### src/rtl/l15_req_initiator_if.sv
// Core-side L1.5 transducer bus. The master modport is the initiator that
// issues requests and acknowledges returns; the slave modport is the L1.5.
interface l15_req_initiator_if #(
  parameter int DATA_W = 64
);
  // Request channel, initiator -> L1.5
  logic              transducer_l15_val;
  logic [4:0]        transducer_l15_rqtype;
  logic              transducer_l15_nc;
  logic [2:0]        transducer_l15_size;
  logic [39:0]       transducer_l15_address;
  logic [63:0]       transducer_l15_data;
  logic              transducer_l15_threadid;
  logic [3:0]        transducer_l15_amo_op;
  logic              transducer_l15_prefetch;
  logic              transducer_l15_blockstore;
  logic              transducer_l15_blockinitstore;
  logic              transducer_l15_invalidate_cacheline;
  logic [1:0]        transducer_l15_l1rplway;
  logic [63:0]       transducer_l15_data_next_entry;
  logic [32:0]       transducer_l15_csm_data;
  // Request accept, L1.5 -> initiator
  logic              l15_transducer_ack;
  logic              l15_transducer_header_ack;
  // Return channel, L1.5 -> initiator
  logic              l15_transducer_val;
  logic [3:0]        l15_transducer_returntype;
  logic [1:0]        l15_transducer_error;
  logic [DATA_W-1:0] l15_transducer_data;
  // Return acknowledge, initiator -> L1.5
  logic              transducer_l15_req_ack;

  modport master (
    output transducer_l15_val, transducer_l15_rqtype, transducer_l15_nc,
           transducer_l15_size, transducer_l15_address, transducer_l15_data,
           transducer_l15_threadid, transducer_l15_amo_op, transducer_l15_prefetch,
           transducer_l15_blockstore, transducer_l15_blockinitstore,
           transducer_l15_invalidate_cacheline, transducer_l15_l1rplway,
           transducer_l15_data_next_entry, transducer_l15_csm_data,
           transducer_l15_req_ack,
    input  l15_transducer_ack, l15_transducer_header_ack, l15_transducer_val,
           l15_transducer_returntype, l15_transducer_error, l15_transducer_data
  );

  modport slave (
    input  transducer_l15_val, transducer_l15_rqtype, transducer_l15_nc,
           transducer_l15_size, transducer_l15_address, transducer_l15_data,
           transducer_l15_threadid, transducer_l15_amo_op, transducer_l15_prefetch,
           transducer_l15_blockstore, transducer_l15_blockinitstore,
           transducer_l15_invalidate_cacheline, transducer_l15_l1rplway,
           transducer_l15_data_next_entry, transducer_l15_csm_data,
           transducer_l15_req_ack,
    output l15_transducer_ack, l15_transducer_header_ack, l15_transducer_val,
           l15_transducer_returntype, l15_transducer_error, l15_transducer_data
  );
endinterface

### src/rtl/l15_req_initiator.sv
// Single-outstanding load/store initiator on the L1.5 transducer interface.
// Handshake rule on every channel: a transfer happens in a cycle where valid
// and ready (or val and ack) are both high at the rising clock edge; the
// producer holds valid and its payload stable until that cycle.
// Every L1.5 return is acknowledged exactly once, one cycle after it is seen;
// returns that do not complete the outstanding request are counted and dropped.
module l15_req_initiator #(
  parameter int DATA_W = 64
) (
  input  logic        clk,
  input  logic        rst_n,
  // Client request
  input  logic        req_val,
  output logic        req_rdy,
  input  logic        req_we,
  input  logic        req_nc,
  input  logic [2:0]  req_size,
  input  logic [39:0] req_addr,
  input  logic [63:0] req_wdata,
  // Client response
  output logic        rsp_val,
  input  logic        rsp_rdy,
  output logic [63:0] rsp_data,
  output logic [1:0]  rsp_error,
  // Status
  output logic [7:0]  drop_cnt,
  output logic [1:0]  state_dbg,
  // L1.5 side
  l15_req_initiator_if.master l15
);

  typedef enum logic [1:0] {
    IDLE = 2'd0,
    REQ  = 2'd1,
    WAIT = 2'd2,
    RSP  = 2'd3
  } state_t;

  localparam logic [4:0] RQ_LOAD  = 5'b00000;
  localparam logic [4:0] RQ_STORE = 5'b00001;
  localparam logic [3:0] RT_LOAD  = 4'b0000;
  localparam logic [3:0] RT_STACK = 4'b0100;

  state_t      state;
  logic        we_q;
  logic        tl15_val_q;
  logic [4:0]  rqtype_q;
  logic        nc_q;
  logic [2:0]  size_q;
  logic [39:0] addr_q;
  logic [63:0] tdata_q;
  logic        rsp_val_q;
  logic [63:0] rsp_data_q;
  logic [1:0]  rsp_error_q;
  logic        req_ack_q;
  logic [7:0]  drop_cnt_q;

  logic [2:0]  size_eff;
  logic        ret_fire;
  logic        ret_match;

  // Sizes above 8B are not defined on this port; they behave as 8B.
  assign size_eff = req_size[2] ? 3'd3 : req_size;

  // Replicate right-aligned store data across the 64-bit data bus so the
  // L1.5 finds the bytes in whatever lane the address selects.
  function automatic logic [63:0] fmt_store(input logic [2:0] size, input logic [63:0] d);
    logic [63:0] r;
    case (size)
      3'd0:    r = {8{d[7:0]}};
      3'd1:    r = {4{d[15:0]}};
      3'd2:    r = {2{d[31:0]}};
      default: r = d;
    endcase
    return r;
  endfunction

  // A return is only looked at when we are not acking the previous one; the
  // L1.5 drops val in response to the ack, so that cycle carries nothing new.
  assign ret_fire  = l15.l15_transducer_val && !req_ack_q;
  assign ret_match = ret_fire && (state == WAIT) &&
                     (l15.l15_transducer_returntype == (we_q ? RT_STACK : RT_LOAD));

  // Request/response FSM with registered request fields and response outputs.
  always_ff @(posedge clk or negedge rst_n) begin
    if (!rst_n) begin
      state       <= IDLE;
      we_q        <= 1'b0;
      tl15_val_q  <= 1'b0;
      rqtype_q    <= '0;
      nc_q        <= 1'b0;
      size_q      <= '0;
      addr_q      <= '0;
      tdata_q     <= '0;
      rsp_val_q   <= 1'b0;
      rsp_data_q  <= '0;
      rsp_error_q <= '0;
    end else begin
      case (state)
        IDLE: begin
          if (req_val) begin
            we_q       <= req_we;
            rqtype_q   <= req_we ? RQ_STORE : RQ_LOAD;
            nc_q       <= req_nc;
            size_q     <= size_eff;
            addr_q     <= req_addr;
            tdata_q    <= req_we ? fmt_store(size_eff, req_wdata) : 64'd0;
            tl15_val_q <= 1'b1;
            state      <= REQ;
          end
        end
        REQ: begin
          if (l15.l15_transducer_ack) begin
            tl15_val_q <= 1'b0;
            state      <= WAIT;
          end
        end
        WAIT: begin
          if (ret_match) begin
            rsp_data_q  <= we_q ? 64'd0 : l15.l15_transducer_data[63:0];
            rsp_error_q <= l15.l15_transducer_error;
            rsp_val_q   <= 1'b1;
            state       <= RSP;
          end
        end
        RSP: begin
          if (rsp_rdy) begin
            rsp_val_q <= 1'b0;
            state     <= IDLE;
          end
        end
        default: state <= IDLE;
      endcase
    end
  end

  // Acknowledge every return one cycle later and count the ones dropped.
  always_ff @(posedge clk or negedge rst_n) begin
    if (!rst_n) begin
      req_ack_q  <= 1'b0;
      drop_cnt_q <= '0;
    end else begin
      req_ack_q <= ret_fire;
      if (ret_fire && !ret_match && (drop_cnt_q != 8'hFF)) begin
        drop_cnt_q <= drop_cnt_q + 8'd1;
      end
    end
  end

  assign req_rdy   = (state == IDLE);
  assign rsp_val   = rsp_val_q;
  assign rsp_data  = rsp_data_q;
  assign rsp_error = rsp_error_q;
  assign drop_cnt  = drop_cnt_q;
  assign state_dbg = state;

  assign l15.transducer_l15_val                  = tl15_val_q;
  assign l15.transducer_l15_rqtype               = rqtype_q;
  assign l15.transducer_l15_nc                   = nc_q;
  assign l15.transducer_l15_size                 = size_q;
  assign l15.transducer_l15_address              = addr_q;
  assign l15.transducer_l15_data                 = tdata_q;
  assign l15.transducer_l15_threadid             = 1'b0;
  assign l15.transducer_l15_amo_op               = '0;
  assign l15.transducer_l15_prefetch             = 1'b0;
  assign l15.transducer_l15_blockstore           = 1'b0;
  assign l15.transducer_l15_blockinitstore       = 1'b0;
  assign l15.transducer_l15_invalidate_cacheline = 1'b0;
  assign l15.transducer_l15_l1rplway             = '0;
  assign l15.transducer_l15_data_next_entry      = '0;
  assign l15.transducer_l15_csm_data             = '0;
  assign l15.transducer_l15_req_ack              = req_ack_q;

endmodule

### src/flat_wrapper.sv
// flat-port wrapper written by rule: the top's interface ports become plain ports
module l15_req_initiator_flat 
#(
  parameter int DATA_W = 64
)
  (clk, rst_n, req_val, req_rdy, req_we, req_nc, req_size, req_addr, req_wdata, rsp_val, rsp_rdy, rsp_data, rsp_error, drop_cnt, state_dbg, l15_transducer_l15_val, l15_transducer_l15_rqtype, l15_transducer_l15_nc, l15_transducer_l15_size, l15_transducer_l15_address, l15_transducer_l15_data, l15_transducer_l15_threadid, l15_transducer_l15_amo_op, l15_transducer_l15_prefetch, l15_transducer_l15_blockstore, l15_transducer_l15_blockinitstore, l15_transducer_l15_invalidate_cacheline, l15_transducer_l15_l1rplway, l15_transducer_l15_data_next_entry, l15_transducer_l15_csm_data, l15_transducer_l15_req_ack, l15_l15_transducer_ack, l15_l15_transducer_header_ack, l15_l15_transducer_val, l15_l15_transducer_returntype, l15_l15_transducer_error, l15_l15_transducer_data);
  l15_req_initiator_if #(.DATA_W(DATA_W)) l15_i ();
  input  logic clk;
  input  logic rst_n;
  input  logic req_val;
  output logic req_rdy;
  input  logic req_we;
  input  logic req_nc;
  input  logic [2:0] req_size;
  input  logic [39:0] req_addr;
  input  logic [63:0] req_wdata;
  output logic rsp_val;
  input  logic rsp_rdy;
  output logic [63:0] rsp_data;
  output logic [1:0] rsp_error;
  output logic [7:0] drop_cnt;
  output logic [1:0] state_dbg;
  output wire logic [$bits(l15_i.transducer_l15_val)-1:0] l15_transducer_l15_val;
  output wire logic [$bits(l15_i.transducer_l15_rqtype)-1:0] l15_transducer_l15_rqtype;
  output wire logic [$bits(l15_i.transducer_l15_nc)-1:0] l15_transducer_l15_nc;
  output wire logic [$bits(l15_i.transducer_l15_size)-1:0] l15_transducer_l15_size;
  output wire logic [$bits(l15_i.transducer_l15_address)-1:0] l15_transducer_l15_address;
  output wire logic [$bits(l15_i.transducer_l15_data)-1:0] l15_transducer_l15_data;
  output wire logic [$bits(l15_i.transducer_l15_threadid)-1:0] l15_transducer_l15_threadid;
  output wire logic [$bits(l15_i.transducer_l15_amo_op)-1:0] l15_transducer_l15_amo_op;
  output wire logic [$bits(l15_i.transducer_l15_prefetch)-1:0] l15_transducer_l15_prefetch;
  output wire logic [$bits(l15_i.transducer_l15_blockstore)-1:0] l15_transducer_l15_blockstore;
  output wire logic [$bits(l15_i.transducer_l15_blockinitstore)-1:0] l15_transducer_l15_blockinitstore;
  output wire logic [$bits(l15_i.transducer_l15_invalidate_cacheline)-1:0] l15_transducer_l15_invalidate_cacheline;
  output wire logic [$bits(l15_i.transducer_l15_l1rplway)-1:0] l15_transducer_l15_l1rplway;
  output wire logic [$bits(l15_i.transducer_l15_data_next_entry)-1:0] l15_transducer_l15_data_next_entry;
  output wire logic [$bits(l15_i.transducer_l15_csm_data)-1:0] l15_transducer_l15_csm_data;
  output wire logic [$bits(l15_i.transducer_l15_req_ack)-1:0] l15_transducer_l15_req_ack;
  input wire logic [$bits(l15_i.l15_transducer_ack)-1:0] l15_l15_transducer_ack;
  input wire logic [$bits(l15_i.l15_transducer_header_ack)-1:0] l15_l15_transducer_header_ack;
  input wire logic [$bits(l15_i.l15_transducer_val)-1:0] l15_l15_transducer_val;
  input wire logic [$bits(l15_i.l15_transducer_returntype)-1:0] l15_l15_transducer_returntype;
  input wire logic [$bits(l15_i.l15_transducer_error)-1:0] l15_l15_transducer_error;
  input wire logic [$bits(l15_i.l15_transducer_data)-1:0] l15_l15_transducer_data;
  assign l15_transducer_l15_val = l15_i.transducer_l15_val;
  assign l15_transducer_l15_rqtype = l15_i.transducer_l15_rqtype;
  assign l15_transducer_l15_nc = l15_i.transducer_l15_nc;
  assign l15_transducer_l15_size = l15_i.transducer_l15_size;
  assign l15_transducer_l15_address = l15_i.transducer_l15_address;
  assign l15_transducer_l15_data = l15_i.transducer_l15_data;
  assign l15_transducer_l15_threadid = l15_i.transducer_l15_threadid;
  assign l15_transducer_l15_amo_op = l15_i.transducer_l15_amo_op;
  assign l15_transducer_l15_prefetch = l15_i.transducer_l15_prefetch;
  assign l15_transducer_l15_blockstore = l15_i.transducer_l15_blockstore;
  assign l15_transducer_l15_blockinitstore = l15_i.transducer_l15_blockinitstore;
  assign l15_transducer_l15_invalidate_cacheline = l15_i.transducer_l15_invalidate_cacheline;
  assign l15_transducer_l15_l1rplway = l15_i.transducer_l15_l1rplway;
  assign l15_transducer_l15_data_next_entry = l15_i.transducer_l15_data_next_entry;
  assign l15_transducer_l15_csm_data = l15_i.transducer_l15_csm_data;
  assign l15_transducer_l15_req_ack = l15_i.transducer_l15_req_ack;
  assign l15_i.l15_transducer_ack = l15_l15_transducer_ack;
  assign l15_i.l15_transducer_header_ack = l15_l15_transducer_header_ack;
  assign l15_i.l15_transducer_val = l15_l15_transducer_val;
  assign l15_i.l15_transducer_returntype = l15_l15_transducer_returntype;
  assign l15_i.l15_transducer_error = l15_l15_transducer_error;
  assign l15_i.l15_transducer_data = l15_l15_transducer_data;
  l15_req_initiator #(.DATA_W(DATA_W)) u_core (.clk(clk), .rst_n(rst_n), .req_val(req_val), .req_rdy(req_rdy), .req_we(req_we), .req_nc(req_nc), .req_size(req_size), .req_addr(req_addr), .req_wdata(req_wdata), .rsp_val(rsp_val), .rsp_rdy(rsp_rdy), .rsp_data(rsp_data), .rsp_error(rsp_error), .drop_cnt(drop_cnt), .state_dbg(state_dbg), .l15(l15_i));
endmodule
### config.mk
export PLATFORM = sky130hd
export DESIGN_NAME = l15_req_initiator_flat
export DESIGN_NICKNAME = d
export VERILOG_FILES = /design/src/rtl/l15_req_initiator_if.sv /design/src/rtl/l15_req_initiator.sv /design/src/flat_wrapper.sv
export SDC_FILE = /design/constraint.sdc
export NUM_CORES = 1
export LEC_CHECK = 0
export CAP_MARGIN = 20
export CELL_PAD_IN_SITES_DETAIL_PLACEMENT = 0
export CELL_PAD_IN_SITES_GLOBAL_PLACEMENT = 2
export CORE_UTILIZATION = 20
export DETAILED_ROUTE_END_ITERATION = 6
export GPL_TIMING_DRIVEN = 0
export PLACE_DENSITY_LB_ADDON = 0.12
export SETUP_SLACK_MARGIN = 0.2
export SLEW_MARGIN = 0
export SYNTH_ARGS = -nofsm -noshare
export SYNTH_HDL_FRONTEND = slang
export SYNTH_SLANG_ARGS = --single-unit
### constraint.sdc
create_clock -name clk -period 2.1 [get_ports clk]
set_clock_uncertainty 0.05 [all_clocks]
set_input_delay 0.42 -clock clk [delete_from_list [all_inputs] [get_ports clk]]
set_output_delay 0.42 -clock clk [all_outputs]
set_load 0.02 [all_outputs]
==> insert_results.sql <==
INSERT INTO impl_metrics (metric_group, metric, value, unit) VALUES
('yosys', 'syn_inst', '1005', ''),
('clock_tree', 'tritoncts', 'done', ''),
('routing', 'drc_errors_left', '0', ''),
('global_routing', 'grt.overflow.total', '0', ''),
('routing', 'first_iter_violations', '362', ''),
('place', 'dpl.cell_count', '2087', ''),
('run_status', 'outcome', 'finished, final reports clean', ''),
('critical_path', 'critical_path_arrival', '2.23', 'ns'),
('routing', 'antenna_left', '0', ''),
('clock_tree', 'cts_buffers', '17', ''),
('floorplan', 'initial_utilization', '20.3', '%'),
('routing', 'wl_met3', '3.61', 'mm'),
('floorplan', 'die_h', '217', 'microns'),
('yosys', 'async_reset_ff_share', '100', '%'),
('pwr', 'comb_power_share', '46.9', '%'),
('critical_path', 'worst_setup_path_start_kind', 'flop', ''),
('clock_tree', 'clock_tree.root_cell', 'clkbuf_16', ''),
('yosys', 'post_synth_main_area_contributors', 'dfrtp_1, nand2_1, buf_4, o21ai_0, nand2b_1', ''),
('pwr', 'clkPwrFrac', '19.6', '%'),
('floorplan', 'die_w', '217', 'microns'),
('place', 'number_of_port_buffers', '369', ''),
('sta', 'clock.fmax', '519', 'MHz'),
('yosys', 'yosysTopAreaCell', 'dfrtp_1', ''),
('pwr', 'power_frac_seq', '33.6', '%'),
('routing', 'viasPerCell', '3.97', ''),
('sta', 'period_share', '91.8', '%'),
('clock_tree', 'worst_skew_pair.late_latency', '0.46', 'ns'),
('sta', 'unrepaired_setup_endpoints_after_global_routing', 'yes', ''),
('final_layout', 'stdcell_count', '2127', ''),
('clock_tree', 'h_tree_depth', '4', ''),
('floorplan', 'core_region_area', '45600', 'sq um'),
('yosys', 'number_of_library_cell_types_mapped_by_synthesis', '47', ''),
('global_routing', 'gr-usage-all-layers', '16.7', '%'),
('yosys', 'synth_warnings', '0', ''),
('place', 'placement.cell_area', '14200', 'sq um'),
('final_layout', 'finalInstanceArea', '14900', 'sq um'),
('floorplan', 'die_area', '47200', 'sq um'),
('floorplan', 'top_level_ports', '487', ''),
('global_routing', 'via_count_of_the_first_global_routing_pass', '8473', ''),
('routing', 'dr_wl_met2', '18.8', 'mm'),
('critical_path', 'worstSetupStartpoint', 'u_core.state_dbg[0]$_DFFE_PN0P_', ''),
('sta', 'slew-limit-headroom', '50.2', '%'),
('global_routing', 'initial_antenna_violation_count', '8', ''),
('yosys', 'synth.yosys.seq_area_share', '50.5', '%'),
('routing', 'drt-total-wl', '39.8', 'mm'),
('global_routing', 'first_pass_grt_wire_length', '57.7', 'mm'),
('pwr', 'leakage', '7.58', 'nW'),
('routing', 'met1_length', '16.8', 'mm'),
('sta', 'final_period_minus_worst_setup_slack', '1.93', 'ns'),
('clock_tree', 'clock_path_buffers', '2', ''),
('yosys', 'synth_largest_type_area_fraction', '50.5', '%'),
('final_layout', 'area_growth_syn_to_layout', '60.6', '%'),
('routing', 'top_signal_layer_used', 'met5', ''),
('routing', 'wl_per_cell', '18.7', 'microns'),
('final_layout', 'antenna-diode-count', '0', ''),
('pwr', 'switching_share', '42.2', '%'),
('routing', 'detailroute.via_count', '8450', ''),
('place', 'dp_slack', '-0.975', 'ns'),
('critical_path', 'worstSetupEndpointType', 'flop', ''),
('clock_tree', 'clk_transition_reported_paths', '0.08', 'ns'),
('yosys', 'post_synth_instance_area', '9270', 'sq um'),
('pwr', 'cell_internal_pwr', '10.1', 'mW'),
('yosys', 'synthesis.area_per_instance', '9.22', 'sq um'),
('critical_path', 'crit_path_max_fanout', '4', ''),
('sta', 'timing.final.ws_setup', '0.172', 'ns'),
('worst_hold_path', 'worstHoldStart', 'u_core.l15.transducer_l15_data[2]$_DFFE_PN0P_', ''),
('pwr', 'p_sw', '7.38', 'mW'),
('final_layout', 'post_route_cells_drive_above_1_share', '15.3', '%'),
('routing', 'number_of_iterations_in_the_first_detailed_routing_pass', '4', ''),
('sta', 'setup-violations-final', '0', ''),
('yosys', 'synth-main-ff-cell', 'dfrtp_1', '');
stage by stage:
| stage | setup TNS (ns) | hold slack [ns] | util, % |
|---|---|---|---|
| global route | 0 | 0.398 | 32.6 |
| finish | 0 | 0.415 | 32.6 |
| floorplan | 0 | 0.0744 | - |
| global placement | -1739.09 | 0.402 | 31.1 |
| CTS | 0 | 0.390 | 32.4 |
| detailed placement | -96.70 | 0.409 | 31.2 |
layout make-up:
| cell class | instances | area (sq um) |
|---|---|---|
| multi-input cells | 744 | 3990 |
| plain buffers | 177 | 1280 |
| repair buffers | 379 | 3580 |
| well taps | 600 | 751 |
| clock inverters | 7 | 116 |
| clock buffers | 24 | 452 |
| inverters | 9 | 36.3 |
| fillers | 4867 | 30700 |
| flip-flops and latches | 187 | 4680 |
cell usage after synthesis (2+ instances only):
cell type,number
nand2_1,269
ha_1,5
nand2b_1,66
a21oi_1,4
nor3_1,10
o22ai_1,8
mux2i_1,33
mux2_1,3
xnor2_1,2
inv_1,8
nand3_1,10
dfrtp_1,187
clkbuf_1,46
a2111oi_0,8
o221ai_1,17
mux2_2,9
nor2_1,3
a21o_1,8
buf_4,118
and3_1,4
nor2_4,2
o21ai_0,144
buf_2,12
a31oi_1,4
xor2_1,3
worst paths after layout:
path	to	slack, ns	cells past startpoint
worst max-delay path	u_core.drop_cnt[5]$_DFFE_PN0P_	0.17	6
worst min-delay path	u_core.l15.transducer_l15_data[2]$_DFFE_PN0P_	0.41	2
worst max register to register	u_core.drop_cnt[5]$_DFFE_PN0P_	0.17	6
worst min register to register	u_core.l15.transducer_l15_data[2]$_DFFE_PN0P_	0.41	2
max in group asynchronous	u_core.l15.transducer_l15_data[34]$_DFFE_PN0P_	0.41	3
min in group asynchronous	u_core.rsp_data[51]$_DFFE_PN0P_	0.52	2
critical path, cell delays in order (launching register included):
cell and delay (ns):
dfrtp_2 0.43, inv_4 0.08, ha_4 0.14, or4b_4 0.51
o211ai_4 0.27, nor2_2 0.06, mux2_4 0.29
power by group through the flow:
| stage | clock network [mW] | logic [mW] | registers (mW) |
|---|---|---|---|
| after floorplan | 0 | 2.58 | 7.72 |
| after global placement | 0 | 9.18 | 5.97 |
| after detailed placement | 0 | 9.16 | 5.99 |
| after CTS | 3.58 | 8.31 | 5.89 |
| after global routing | 3.70 | 8.96 | 6.10 |
| final | 3.42 | 8.19 | 5.87 |
layer usage:
metal  GRT usage, %  vias to the layer above
met5              0                        -
met4           3.87                       16
met3           7.27                       40
met2           26.9                      281
met1           20.4                     3983
li1               -                     4130
flip-flops by register name, summed over array words and instances (netlist names):
name                               count
u_core.rsp_error                       2
u_core.l15.transducer_l15_rqtype       1
u_core.l15.transducer_l15_size         2
u_core.rsp_data                       64
u_core.state_dbg                       2
u_core.l15.transducer_l15_data        64
u_core.drop_cnt                        8
u_core.l15.transducer_l15_nc           1
u_core.l15.transducer_l15_address     40
u_core.l15.transducer_l15_req_ack      1
u_core.l15.transducer_l15_val          1
u_core.rsp_val                         1
timing repair:
action                     in CTS  in global routing
hold buffers                    1                  0
hold endpoints to repair       85                  0
gates cloned                    0                  1
setup endpoints to repair     361                101
setup buffers                   5                  2
pin swaps                       3                  4
gates resized for setup       256                 44
kinds of logic (layout without fill, tap and decap cells):
logic type | after synthesis | count (layout) | share of synthesized area [%]
xor+xnor | 5 | 5 | 0.473
other cells | 1 | 113 | 0.0405
fa+ha+maj | 5 | 5 | 0.675
flops | 187 | 187 | 50.5
buf+inv | 186 | 596 | 12.5
compound gates | 202 | 202 | 12.7
simple gates | 373 | 373 | 17.9
mux | 46 | 46 | 5.18
(Power assumes the default switching activity.)
